### config.mk
export PLATFORM = sky130hd
export DESIGN_NAME = eth_phy_mgr
export DESIGN_NICKNAME = d
export VERILOG_FILES = /design/src/rtl/eth_phy_mgr.sv
export SDC_FILE = /design/constraint.sdc
export NUM_CORES = 1
export LEC_CHECK = 0
export ABC_AREA = 0
export CAP_MARGIN = 20
export CORE_ASPECT_RATIO = 0.6
export CORE_MARGIN = 3
export CORE_UTILIZATION = 55
export CTS_CLUSTER_DIAMETER = 30
export CTS_CLUSTER_SIZE = 12
export DETAILED_ROUTE_END_ITERATION = 8
export PLACE_DENSITY = 0.78
export SYNTH_ARGS = -nofsm -noshare
export SYNTH_HDL_FRONTEND = slang
export SYNTH_SLANG_ARGS = --single-unit
### constraint.sdc
create_clock -name clk -period 8.4 [get_ports clk]
set_input_delay 1.26 -clock clk [delete_from_list [all_inputs] [get_ports clk]]
set_output_delay 1.26 -clock clk [all_outputs]
set_load 0.02 [all_outputs]
### src/rtl/eth_phy_mgr.sv
// PHY management sequencer: runs a PHY init table after reset, then polls BMSR
// for link state and arbitrates host register accesses into the MDIO engine.
module eth_phy_mgr #(
  parameter logic [4:0]   G_PHY_ADDR    = 5'h06,
  parameter int unsigned  G_RST_WAIT    = 1000,
  parameter int unsigned  G_INIT_NUM    = 2,
  parameter logic [167:0] G_INIT_TBL    = '0,
  parameter int unsigned  G_POLL_PERIOD = 100000,
  parameter int unsigned  G_TMO         = 4096
) (
  input  logic        clk,
  input  logic        rst,
  input  logic        host_req,
  input  logic        host_dir,
  input  logic [4:0]  host_areg,
  input  logic [15:0] host_txd,
  output logic        host_ack,
  output logic [15:0] host_rxd,
  output logic        mdio_start,
  output logic        mdio_dir,
  output logic [4:0]  mdio_aphy,
  output logic [4:0]  mdio_areg,
  output logic [15:0] mdio_txd,
  input  logic [15:0] mdio_rxd,
  input  logic        mdio_done,
  input  logic        mdio_busy,
  output logic        init_done,
  output logic        link_up,
  output logic        link_chg,
  output logic        err_tmo
);

  typedef enum logic [2:0] {S_WAIT, S_INIT, S_IDLE, S_ISSUE, S_RUN} state_t;
  typedef enum logic [1:0] {K_INIT, K_POLL, K_HOST} kind_t;

  localparam logic [31:0] WAIT_N    = 32'(G_RST_WAIT);
  localparam logic [31:0] POLL_LAST = 32'(G_POLL_PERIOD - 1);
  localparam logic [31:0] TMO_LAST  = 32'(G_TMO - 1);
  localparam logic [3:0]  INIT_N    = 4'(G_INIT_NUM);

  state_t      state;
  kind_t       kind;
  logic [31:0] wait_cnt;
  logic [31:0] poll_cnt;
  logic [31:0] tmo_cnt;
  logic [3:0]  idx;
  logic        poll_pend;
  logic        poll_tick;
  logic        link_prev;
  logic [20:0] entry;

  always_comb begin
    entry = '0;
    for (int unsigned i = 0; i < 8; i++)
      if (idx == 4'(i)) entry = G_INIT_TBL[21*i +: 21];
  end

  assign poll_tick = init_done && (poll_cnt == POLL_LAST);
  assign mdio_aphy = G_PHY_ADDR;

  always_ff @(posedge clk or negedge rst) begin
    if (!rst) poll_cnt <= '0;
    else if (init_done) poll_cnt <= poll_tick ? '0 : poll_cnt + 32'd1;
  end

  // link_chg fires the cycle after link_up takes a new value
  always_ff @(posedge clk or negedge rst) begin
    if (!rst) begin
      link_prev <= 1'b0;
      link_chg  <= 1'b0;
    end else begin
      link_prev <= link_up;
      link_chg  <= link_up ^ link_prev;
    end
  end

  always_ff @(posedge clk or negedge rst) begin
    if (!rst) begin
      state      <= S_WAIT;
      kind       <= K_INIT;
      wait_cnt   <= '0;
      tmo_cnt    <= '0;
      idx        <= '0;
      poll_pend  <= 1'b0;
      mdio_start <= 1'b0;
      mdio_dir   <= 1'b0;
      mdio_areg  <= '0;
      mdio_txd   <= '0;
      host_ack   <= 1'b0;
      host_rxd   <= '0;
      init_done  <= 1'b0;
      link_up    <= 1'b0;
      err_tmo    <= 1'b0;
    end else begin
      mdio_start <= 1'b0;
      host_ack   <= 1'b0;
      // a tick during a busy transaction is kept; repeated ticks merge
      if (poll_tick) poll_pend <= 1'b1;
      case (state)
        S_WAIT: begin
          if (wait_cnt + 32'd1 >= WAIT_N) begin
            if (INIT_N == '0) begin
              init_done <= 1'b1;
              state     <= S_IDLE;
            end else begin
              state <= S_INIT;
            end
          end else begin
            wait_cnt <= wait_cnt + 32'd1;
          end
        end
        S_INIT: begin
          kind      <= K_INIT;
          mdio_dir  <= 1'b1;
          mdio_areg <= entry[20:16];
          mdio_txd  <= entry[15:0];
          state     <= S_ISSUE;
        end
        S_IDLE: begin
          if (host_req) begin
            kind      <= K_HOST;
            mdio_dir  <= host_dir;
            mdio_areg <= host_areg;
            mdio_txd  <= host_txd;
            state     <= S_ISSUE;
          end else if (poll_pend || poll_tick) begin
            kind      <= K_POLL;
            mdio_dir  <= 1'b0;
            mdio_areg <= 5'h01;
            mdio_txd  <= '0;
            poll_pend <= 1'b0;
            state     <= S_ISSUE;
          end
        end
        S_ISSUE: begin
          if (!mdio_busy) begin
            mdio_start <= 1'b1;
            tmo_cnt    <= '0;
            state      <= S_RUN;
          end
        end
        S_RUN: begin
          if (mdio_done || tmo_cnt == TMO_LAST) begin
            if (!mdio_done) err_tmo <= 1'b1;
            case (kind)
              K_POLL: begin
                if (mdio_done) link_up <= mdio_rxd[2];
                state <= S_IDLE;
              end
              K_HOST: begin
                host_ack <= 1'b1;
                if (!mdio_dir) host_rxd <= mdio_done ? mdio_rxd : 16'hFFFF;
                state <= S_IDLE;
              end
              default: begin
                idx <= idx + 4'd1;
                if (idx + 4'd1 == INIT_N) begin
                  init_done <= 1'b1;
                  state     <= S_IDLE;
                end else begin
                  state <= S_INIT;
                end
              end
            endcase
          end else begin
            tmo_cnt <= tmo_cnt + 32'd1;
          end
        end
        default: state <= S_WAIT;
      endcase
    end
  end

endmodule

# ---- Yosys cells after proc, flatten, opt, wreduce, memory -nomap -nowiden
# Cells that the tools add are included.
dict set report op_classes {
  n_bitwise 5
  eq_ne 14
  add_sub_neg 4
  n_div 0
  n_reduce_logical 16
  n_shift 0
  order_cmp 1
  mul 0
  muxes 34
}
# operator count
set op_table {}
lappend op_table {{$add A32 B1 Y32 const B} 3}
lappend op_table {{$mux W32} 3}
lappend op_table {{$pmux W32 S2} 1}
lappend op_table {{$mux W16} 3}
lappend op_table {{$eq A32 B12 Y1 const B} 1}
lappend op_table {{$eq A32 B17 Y1 const B} 1}
lappend op_table {{$ge A32 B10 Y1 const B} 1}
lappend op_table {{$pmux W16 S2} 1}
lappend op_table {{$reduce_and A4 Y1} 4}
lappend op_table {{$mux W3} 5}
lappend op_table {{$pmux W3 S5} 1}
lappend op_table {{$mux W1} 11}
lappend op_table {{$mux W5} 2}
lappend op_table {{$pmux W5 S2} 1}
lappend op_table {{$reduce_and A3 Y1} 3}
lappend op_table {{$mux W2} 4}
lappend op_table {{$ne A2 B2 Y1 const B} 4}
lappend op_table {{$eq A3 B2 Y1 const B} 2}
lappend op_table {{$add A4 B1 Y4 const B} 1}
lappend op_table {{$eq A4 B2 Y1 const B} 1}
lappend op_table {{$not A1 Y1} 4}
lappend op_table {{$pmux W2 S2} 1}
lappend op_table {{$reduce_and A2 Y1} 2}
lappend op_table {{$reduce_bool A2 Y1} 2}
lappend op_table {{11 further kinds} 12}
dict set report word_totals {
  mem_count 0
  latch_bits 0
  word_cells 92
  romBits 0
  ramBits 0
  regBits 151
}

# ---- Depth between registers and ports, before layout
# Gate-level depths: netlist of the first run.
dict set report depth {
  word_depth 6
  mapped_depth 11
}

# ---- Worst setup path after synthesis of the first run
# No wires, ideal clock.
dict set report synth_timing {
  path_kind {reg2reg}
  start {register wait_cnt[0]}
  end {register wait_cnt[9]}
  arrival_time_ns 2.830
  stages_incl_launch_ff 12
  path_slack_ns 5.440
  t_required_ns 8.270
  synth_period_minus_slack_ns 2.960
  cell_sequence {dfrtp_1 ha_1 clkbuf_1 nand4_1 nor4_1 xnor2_1 o2111ai_1 or4_4 nor4_4 buf_6 nand3_1 xnor2_1}
}
dict set report synth_via {
  elab_chain_len 4
}
# element line
set synth_rtl {}
lappend synth_rtl {{start: declaration} 43} ;# logic [31:0] wait_cnt;
lappend synth_rtl {{start signal: assignment} 109} ;# wait_cnt <= wait_cnt + 32'd1;
lappend synth_rtl {{$add A32 B1 Y32 (*)} {101, 109}}
lappend synth_rtl {{$ge A32 B10 Y1} 101} ;# if (wait_cnt + 32'd1 >= WAIT_N) begin
lappend synth_rtl {{$not A1 Y1 (no source line)} -}
lappend synth_rtl {{$reduce_and A2 Y1 (no source line)} -}
# Mark *: on every way between the ends. The rest lies on a longest branch, timed or not.
# A chain may end at the register's enable or synchronous reset.

# ---- Worst setup path after layout of the first run
dict set report layout_timing {
  start {register wait_cnt[0]}
  end {register wait_cnt[1]}
}
# The elaborated chain is that of the path after synthesis.

==> summary.txt, run 1 <==
Outcome -> completed
HPWL Detailed -> 10.53 mm
Post-CTS Setup Inserts -> 0
Cell Area, Synth -> 7134 sq um
DRC violation count after routing -> 0
Hold Vio Cnt, Final -> 0
CP arrival -> 4.02 ns
Pin count of the biggest net entering global routing -> 95
Diodes inserted -> 0
Port-buffer cells -> 86
Class of the worst hold path -> reg2reg
Fin nets -> 827
Slew Limit Fails -> 0
Post-route ant nets -> 0
Initial Util -> 0.5766
Post-synthesis area per instance -> 10.25 sq um
Post-synth EDFFs -> 0
Worst Hold Margin -> 0.4417 ns
Max-cap viol count -> 0
Reg2Reg Setup Slack -> 4.69 ns
Initial antenna violation count -> 0
WS Path Type -> reg2reg
H-tree lvl count -> 4
Max clock buf depth -> 2
Die height -> 94.22 um
Tmin final -> 3.715 ns
Total negative slack -> 0 ns
Sequential fraction of the synthesis area -> 0.5296
Synth Register Bits -> 151
Ys flop type -> dfrtp_1
Total gr overflow -> 0
TritonCTS Buffers -> 17
Final setup margin -> 4.685 ns
Worst-margin pin slew -> 0.9058 ns
Post-place setup slack -> 4.378 ns
Post-synthesis cell count -> 696
Async set-reset flop share out of synthesis -> 1.000
Via density -> 5.706
GP Congestion -> 0.9154
DR WL/cell -> 16.15 um
Overall power -> 2.322 mW
WL met1 -> 7.529 mm
Post-CTS Resized -> 0
Fmax -> 0.2692 GHz
Die X -> 153.0 um
RSZ-0062 raised after global routing -> no
Area grow syn2layout -> 21.75%
Total GRT Usage -> 0.2242
WL met2 -> 6.829 mm
Synthesis warning total -> 0
DP Area -> 8089 sq um
Vias -> 5449
First-pass GRT wire length -> 26.19 mm
Static Leak -> 3.887 nW
CP endpoint kind -> flip-flop
Clk_lat worst skew -> 0.43 ns
Total core area -> 12370 sq um
Post-route cell area -> 8686 sq um
Max IR drop VDD -> 0.0001758 V
Vias in the first global route -> 5405
Wire length on met3 -> 900 um
CTS sink cnt -> 151
Final setup violating endpoints -> 0
# IOs -> 92
CTS tree -> built
Most frequent cells in the layout -> 151 x dfrtp_1, 85 x clkdlybuf4s50_1, 71 x nand2_1, 58 x nor2_1, 45 x xnor2_1
Worst-path clk slew -> 0.06 ns
Final WL -> 15.43 mm
CP max FO -> 24
Die footprint -> 14420 sq um
Max-slew headroom -> 0.3895
WP data required -> 8.71 ns
CP Launch Type -> flip-flop
1st-iter DRT viols -> 487
DR pass1 iterations -> 5
Period utilisation layout -> 0.4422
Unique masters post-synth -> 57
Pwr Density -> 267.3 nW/um^2
DR top layer -> met4
Leading cell type in the layout, fill and taps excluded -> dfrtp_1
CTS root buffer -> clkbuf_16
# hold bufs at CTS -> 0
Share of post-route cells with drive strength above 1 -> 0.06329
Worst clock skew -> 0.01146 ns
Std cell rows -> 31
## registers in the layout, summed over array words and instances, names as in the netlist, 2 cells and up
register and cells:
poll_cnt 32, tmo_cnt 32, wait_cnt 32, host_rxd 16
mdio_txd 16, mdio_areg 5, idx 4, state 3
kind 2
## kinds of logic (layout without fill, tap and decap cells)
family / after synthesis / in the layout / share of synthesized area
buf+inv: 46 / 137 / 0.02911
flops: 151 / 151 / 0.5296
xor+xnor: 80 / 80 / 0.09821
simple gates: 317 / 317 / 0.2340
mux: 8 / 8 / 0.01193
compound gates: 85 / 85 / 0.08383
fa+ha+maj: 7 / 7 / 0.01228
other cells: 2 / 5 / 0.001053
## routing by layer
metal	up-vias	GRT usage
met4	0	0.06968
met3	22	0.05016
met2	188	0.3470
li1	2581	-
met1	2658	0.3185
met5	-	0
## final cells by class
| class | count | area, sq um |
|---|---|---|
| sequential | 151 | 3779 |
| fill | 890 | 3687 |
| multi-input combinational | 502 | 3159 |
| timing repair buffer | 89 | 884.6 |
| clock buffer | 19 | 452.9 |
| tap | 165 | 206.4 |
| clock inverter | 13 | 143.9 |
| inverter | 16 | 60.06 |
## stage by stage
step / cells / utilization
6_report: 955 / 0.7020
5_1_grt: 955 / 0.7020
4_1_cts: 955 / 0.7020
3_5_place_dp: 923 / 0.6538
3_3_place_gp: 923 / 0.6538
2_1_floorplan: 699 / -
## worst max-delay path, stage by stage, from the launching register on
cell	delay, ns
dfrtp_1	0.44
ha_1	0.35
nand4_1	0.31
nor4_1	0.33
xnor2_1	0.17
o2111ai_1	0.14
or4_4	0.57
nor4_4	0.51
buf_4	0.39
mux2_2	0.37
## path summary, 6_finish.rpt
check | startpoint | end | depth (start not counted)
max | wait_cnt[0]$_DFFE_PN0P_ | wait_cnt[1]$_DFFE_PN0P_ | 9
min | link_prev$_DFF_PN0_ | link_chg$_DFF_PN0_ | 1
max reg2reg | wait_cnt[0]$_DFFE_PN0P_ | wait_cnt[1]$_DFFE_PN0P_ | 9
min reg2reg | link_prev$_DFF_PN0_ | link_chg$_DFF_PN0_ | 1
max in group asynchronous | rst | poll_cnt[13]$_DFFE_PN0P_ | 2
min in group asynchronous | rst | tmo_cnt[20]$_DFFE_PN0P_ | 1
## synthesized netlist by cell type (2+ instances only)
cell type | number | area share
mux2_2 | 4 | 0.0063
conb_1 | 2 | 0.0011
and3_1 | 18 | 0.016
nor3_1 | 13 | 0.0091
inv_1 | 16 | 0.0084
o311ai_0 | 2 | 0.0025
xor2_1 | 35 | 0.043
mux2i_1 | 4 | 0.0056
nand3b_1 | 3 | 0.0032
nand3_1 | 44 | 0.031
and4_1 | 7 | 0.0086
nand4_1 | 24 | 0.021
nor2b_1 | 35 | 0.031
ha_1 | 7 | 0.012
buf_2 | 4 | 0.0028
o31ai_1 | 2 | 0.0021
nor4_1 | 15 | 0.013
clkbuf_1 | 18 | 0.0095
buf_4 | 6 | 0.0063
a211oi_1 | 3 | 0.0032
or3_1 | 10 | 0.0088
a21oi_1 | 8 | 0.0056
nand2_1 | 71 | 0.037
a21o_1 | 3 | 0.0032
dfrtp_1 | 151 | 0.53
o21ai_0 | 31 | 0.022
nand2b_1 | 2 | 0.0018
nor2_1 | 58 | 0.031
xnor2_1 | 45 | 0.055
a31oi_1 | 2 | 0.0018
o2111ai_1 | 2 | 0.0025
a22o_1 | 20 | 0.025
and2_1 | 6 | 0.0053
nor4b_1 | 2 | 0.0025
## report_power, final
group          internal (mW)  leakage, nW  switching, mW
Sequential             0.841         2.07          0.116
Combinational          0.270         1.54          0.332
Clock                  0.456        0.283          0.308
Power figures use the tool's default switching activity.
==> run 2: changes to the inputs <==
CORE_UTILIZATION = 50   (was 55)
PLACE_DENSITY = 0.75   (was 0.78)
clock period = 3.1 ns   (was 8.4 ns; I/O delays follow)
==> summary.txt, run 2 (synthesis results as in run 1) <==
Global-route track usage on met3 -> 0.04998
DR pass1 iterations -> 5
Share of post-route cells with drive strength above 1 -> 0.09582
H-tree lvl count -> 4
Total core area -> 13790 sq um
TritonCTS Buffers -> 17
Die footprint -> 15780 sq um
Class of the worst hold path -> in2async
Post-route ant nets -> 0
Number of fill cells in the layout -> 1090
CP max FO -> 12
Seq. cell area -> 3780 sq um
Worst-path clk slew -> 0.07 ns
Most frequent cells in the layout -> 150 x dfrtp_1, 85 x clkdlybuf4s50_1, 71 x nand2_1, 58 x nor2_1, 45 x xnor2_1
Hold Vio Cnt, Final -> 0
Port-buffer cells -> 86
HPWL Detailed -> 10.47 mm
CTS sink cnt -> 151
Static Leak -> 4.021 nW
Tmin final -> 3.049 ns
CP endpoint kind -> flip-flop
Area occupied by multi-input gates -> 3184 sq um
Outcome -> completed
Diodes inserted -> 0
Met1 Use GR -> 0.3110
Worst Hold Margin -> 0.1062 ns
Worst-margin pin slew -> 0.8221 ns
Total gr overflow -> 0
Max clock buf depth -> 2
WS Path Type -> reg2reg
Die height -> 98.53 um
Pin count of the biggest net entering global routing -> 90
Vias in the first global route -> 5312
CP arrival -> 3.35 ns
CTS tree -> built
Worst clock skew -> 0.01519 ns
Std cell rows -> 33
Clk_lat worst skew -> 0.42 ns
Initial antenna violation count -> 0
Vias -> 5484
Final setup violating endpoints -> 0
WP data required -> 3.40 ns
Area grow syn2layout -> 25.36%
Max IR drop VDD -> 0.0004445 V
Biggest regs -> poll_cnt: 32 flops, tmo_cnt: 32 flops, wait_cnt: 32 flops
DR WL/cell -> 15.52 um
Overall power -> 6.396 mW
Total GRT Usage -> 0.2038
Pwr Density -> 715.2 nW/um^2
Fmax -> 0.3280 GHz
Fin nets -> 851
DRC violation count after routing -> 0
CTS root buffer -> clkbuf_16
GR Util met2 -> 0.2943
CP Launch Type -> flip-flop
Leading cell type in the layout, fill and taps excluded -> dfrtp_1
Max-cap viol count -> 0
Via density -> 5.451
Slew Limit Fails -> 0
Max-slew headroom -> 0.4519
Initial Util -> 0.5173
Die X -> 160.2 um
Period utilisation layout -> 0.9835
GP Congestion -> 0.8609
GRT Max-Usage Layer -> met1
First-pass GRT wire length -> 26.44 mm
# IOs -> 92
Final WL -> 15.61 mm
1st-iter DRT viols -> 695
## run 2: per-layer routing
layer  vias to the layer above  share of wire
met3                        15          0.059
met5                         -              0
li1                       2627              -
met4                         0         0.0085
met1                      2634           0.51
met2                       208           0.43
## run 2: worst paths after layout
check,startpoint,to,slack (ns),cells past startpoint
max,wait_cnt[3]$_DFFE_PN0P_,wait_cnt[1]$_DFFE_PN0P_,0.05,9
max reg2reg,wait_cnt[3]$_DFFE_PN0P_,wait_cnt[1]$_DFFE_PN0P_,0.05,9
min in group clk,link_prev$_DFF_PN0_,link_chg$_DFF_PN0_,0.44,1
max in group asynchronous,rst,idx[2]$_DFFE_PN0P_,2.19,2
min reg2reg,link_prev$_DFF_PN0_,link_chg$_DFF_PN0_,0.44,1
min,rst,host_rxd[6]$_DFFE_PN0P_,0.11,1
## run 2: what timing repair did
action	4_1_cts	5_1_grt
resized for setup	1	6
pin swaps	0	2
hold buffers	0	0
setup buffers	1	9
setup endpoints to repair	2	9
## run 2: report_power, final
part	leakage (nW)	internal [mW]	switching (mW)	total [mW]
Clock	0.289	1.20	0.862	2.07
Combinational	1.66	0.818	0.926	1.74
Sequential	2.07	2.28	0.308	2.59
Total	4.02	4.30	2.10	6.40
## run 2: metrics by stage
| stage | setup TNS, ns | setup slack [ns] | std cells | instance area (sq um) | utilization |
|---|---|---|---|---|---|
| finish | 0 | 0.05129 | 1006 | 8944 | 0.6485 |
| CTS | 0 | 0.01326 | 997 | 8846 | 0.6414 |
| floorplan | 0 | 0.1401 | 699 | 7146 | - |
| global placement | 0 | 0.09952 | 964 | 8240 | 0.5975 |
| detailed placement | 0 | 0.03895 | 964 | 8240 | 0.5975 |
| global route | -0.1819 | -0.06791 | 1006 | 8944 | 0.6485 |
## run 2: layout make-up
type	count	share of cell area
flip-flops and latches	151	0.4226
clock buffers	17	0.04757
clock inverters	15	0.01889
well taps	192	0.02686
repair buffers	113	0.1213
inverters	16	0.006715
multi-input cells	502	0.3560
## run 2: critical path, stage by stage (launching register included)
cell and delay [ns]:
dfrtp_1 0.53, nand4_1 0.34, nor4_2 0.43, buf_4 0.20, nand3_1 0.08, o21ai_0 0.22, o2111ai_1 0.21, nor4_4 0.38
buf_6 0.20, mux2_2 0.34
==> run 3: changes to the inputs <==
clock period = 2.8 ns   (was 3.1 ns; I/O delays follow)
==> summary.txt, run 3 (synthesis results as in run 1) <==
DRC violation count after routing -> 0
Vias in the first global route -> 5502
Die X -> 160.2 um
Fmax -> 0.3649 GHz
Via density -> 5.506
Std cell rows -> 33
Max IR drop VDD -> 0.0006132 V
Vias -> 5594
Top delay family on crit path -> simple AND/OR/NAND/NOR gates
Clk_lat worst skew -> 0.42 ns
Port-buffer cells -> 86
Post-place setup slack -> -0.02211 ns
Max-slew headroom -> 0.3941
CP Launch Type -> flip-flop
1st-iter DRT viols -> 401
Final WL -> 16.28 mm
Final core occ -> 0.6600
H-tree lvl count -> 4
Worst clock skew -> 0.009206 ns
Pin count of the biggest net entering global routing -> 55
Worst-path clk slew -> 0.06 ns
First-pass GRT wire length -> 27.26 mm
HPWL Detailed -> 10.98 mm
Total GRT Usage -> 0.2131
Final setup margin -> 0.05961 ns
Part of the power in combinational logic -> 0.278
Die height -> 98.53 um
Initial Util -> 0.5173
Sw Pwr -> 2.307 mW
CTS sink cnt -> 151
WP data required -> 3.14 ns
CP max FO -> 8
Seq pwr share -> 0.384
GP Congestion -> 0.8985
Number of fill cells in the layout -> 1076
Clock share of power -> 0.338
Slew Limit Fails -> 0
Area grow syn2layout -> 27.57%
Class of the worst hold path -> reg2reg
Max-cap viol count -> 0
Cell-by-cell listing of the critical path -> nand3_4 -> nor3_4 -> nand3_1 -> xnor2_1 -> or4_4 -> nor4_4 -> buf_2 -> buf_4 -> xor2_1
# IOs -> 92
Buffers and inverters on the worst path -> 2
Initial antenna violation count -> 0
Most frequent cells in the layout -> 151 x dfrtp_1, 85 x clkdlybuf4s50_1, 71 x nand2_1, 58 x nor2_1, 45 x xnor2_1
Hold Vio Cnt, Final -> 0
Total gr overflow -> 0
WS Path Type -> reg2reg
Overall power -> 7.336 mW
CP arrival -> 3.08 ns
Total core area -> 13790 sq um
Leading cell type in the layout, fill and taps excluded -> dfrtp_1
Outcome -> completed
Post-route ant nets -> 0
Post-route cell area -> 9101 sq um
Area occupied by multi-input gates -> 3223 sq um
Worst Hold Margin -> 0.4387 ns
Tmin final -> 2.740 ns
Share of post-route cells with drive strength above 1 -> 0.1068
CP endpoint kind -> flip-flop
Slowest stage delay, CP -> 0.51 ns
Seq. cell area -> 3779 sq um
RSZ-0062 raised after global routing -> yes
DR WL/cell -> 16.02 um
Internal power consumption -> 5.029 mW
TritonCTS Buffers -> 17
Pwr Density -> 806.1 nW/um^2
Max clock buf depth -> 2
Worst-margin pin slew -> 0.9089 ns
CTS tree -> built
Final setup violating endpoints -> 0
DR pass1 iterations -> 5
Period utilisation layout -> 0.9787
Die footprint -> 15780 sq um
Biggest regs -> poll_cnt: 32 flops, tmo_cnt: 32 flops, wait_cnt: 32 flops
Fin nets -> 861
Critical-path top delay cell -> dfrtp_1
CTS root buffer -> clkbuf_16
Static Leak -> 4.124 nW
Sw Ratio -> 0.3144
Diodes inserted -> 0
DP Area -> 8358 sq um
-- run 3: changes by cell type in the layout (fill, tap and decap cells not counted), sizes merged --
cell,previous run,this run
bufinv,2,4
inv,21,18
dlygate4sd3,0,1
clkbuf,17,22
clkinvlp,1,3
buf,28,37
clkinv,7,1
-- run 3: cell type report --
type / count / share of cell area
sequential: 151 / 0.4152
clock inverter: 10 / 0.01815
clock buffer: 22 / 0.05210
multi-input combinational: 502 / 0.3541
tap: 192 / 0.02640
timing repair buffer: 123 / 0.1274
inverter: 16 / 0.006599
-- run 3: final timing paths --
| path | slack, ns | end | depth (start not counted) | startpoint |
|---|---|---|---|---|
| setup / recovery | 0.06 | wait_cnt[0]$_DFFE_PN0P_ | 9 | wait_cnt[5]$_DFFE_PN0P_ |
| hold / removal | 0.44 | link_chg$_DFF_PN0_ | 1 | link_prev$_DFF_PN0_ |
| setup reg to reg | 0.06 | wait_cnt[0]$_DFFE_PN0P_ | 9 | wait_cnt[5]$_DFFE_PN0P_ |
| hold reg to reg | 0.44 | link_chg$_DFF_PN0_ | 1 | link_prev$_DFF_PN0_ |
| max in group asynchronous | 1.55 | wait_cnt[31]$_DFFE_PN0P_ | 3 | rst |
| min in group asynchronous | 0.52 | host_rxd[8]$_DFFE_PN0P_ | 2 | rst |
-- run 3: metal layers --
layer	wire, um	vias up	GRT usage
met3	892	19	0.05124
met5	0	-	0
li1	-	2647	-
met2	7168	168	0.3148
met4	204	0	0.06467
met1	8017	2760	0.3140
-- run 3: metrics by stage --
step,TNS [ns],instances
after global routing,-0.3641,1016
after CTS,0,1012
after detailed placement,-0.02211,976
final,0,1016
after global placement,0,976
after floorplan,0,699
-- run 3: what timing repair did --
item                       4_1_cts  5_1_grt
hold endpoints to repair        51        0
gates resized for setup          1        8
buffers inserted                 3        3
gates cloned                     0        1
hold buffers                     1        0
pin swaps                        2        5
setup endpoints to repair        6       39
-- run 3: power groups by stage --
stage	Sequential, mW	Combinational [mW]	Clock, mW
2_1_floorplan	3.04	0.910	0
3_3_place_gp	2.82	1.93	0
3_5_place_dp	2.83	1.99	0
4_1_cts	2.81	2.00	2.51
5_1_grt	2.87	2.21	2.61
6_report	2.82	2.04	2.48
-- run 3: worst register-to-register path: stages, from the launching register on --
cell	delay, ns
dfrtp_1	0.51
nand3_4	0.19
nor3_4	0.30
nand3_1	0.19
xnor2_1	0.16
or4_4	0.51
nor4_4	0.28
buf_2	0.26
buf_4	0.13
xor2_1	0.14
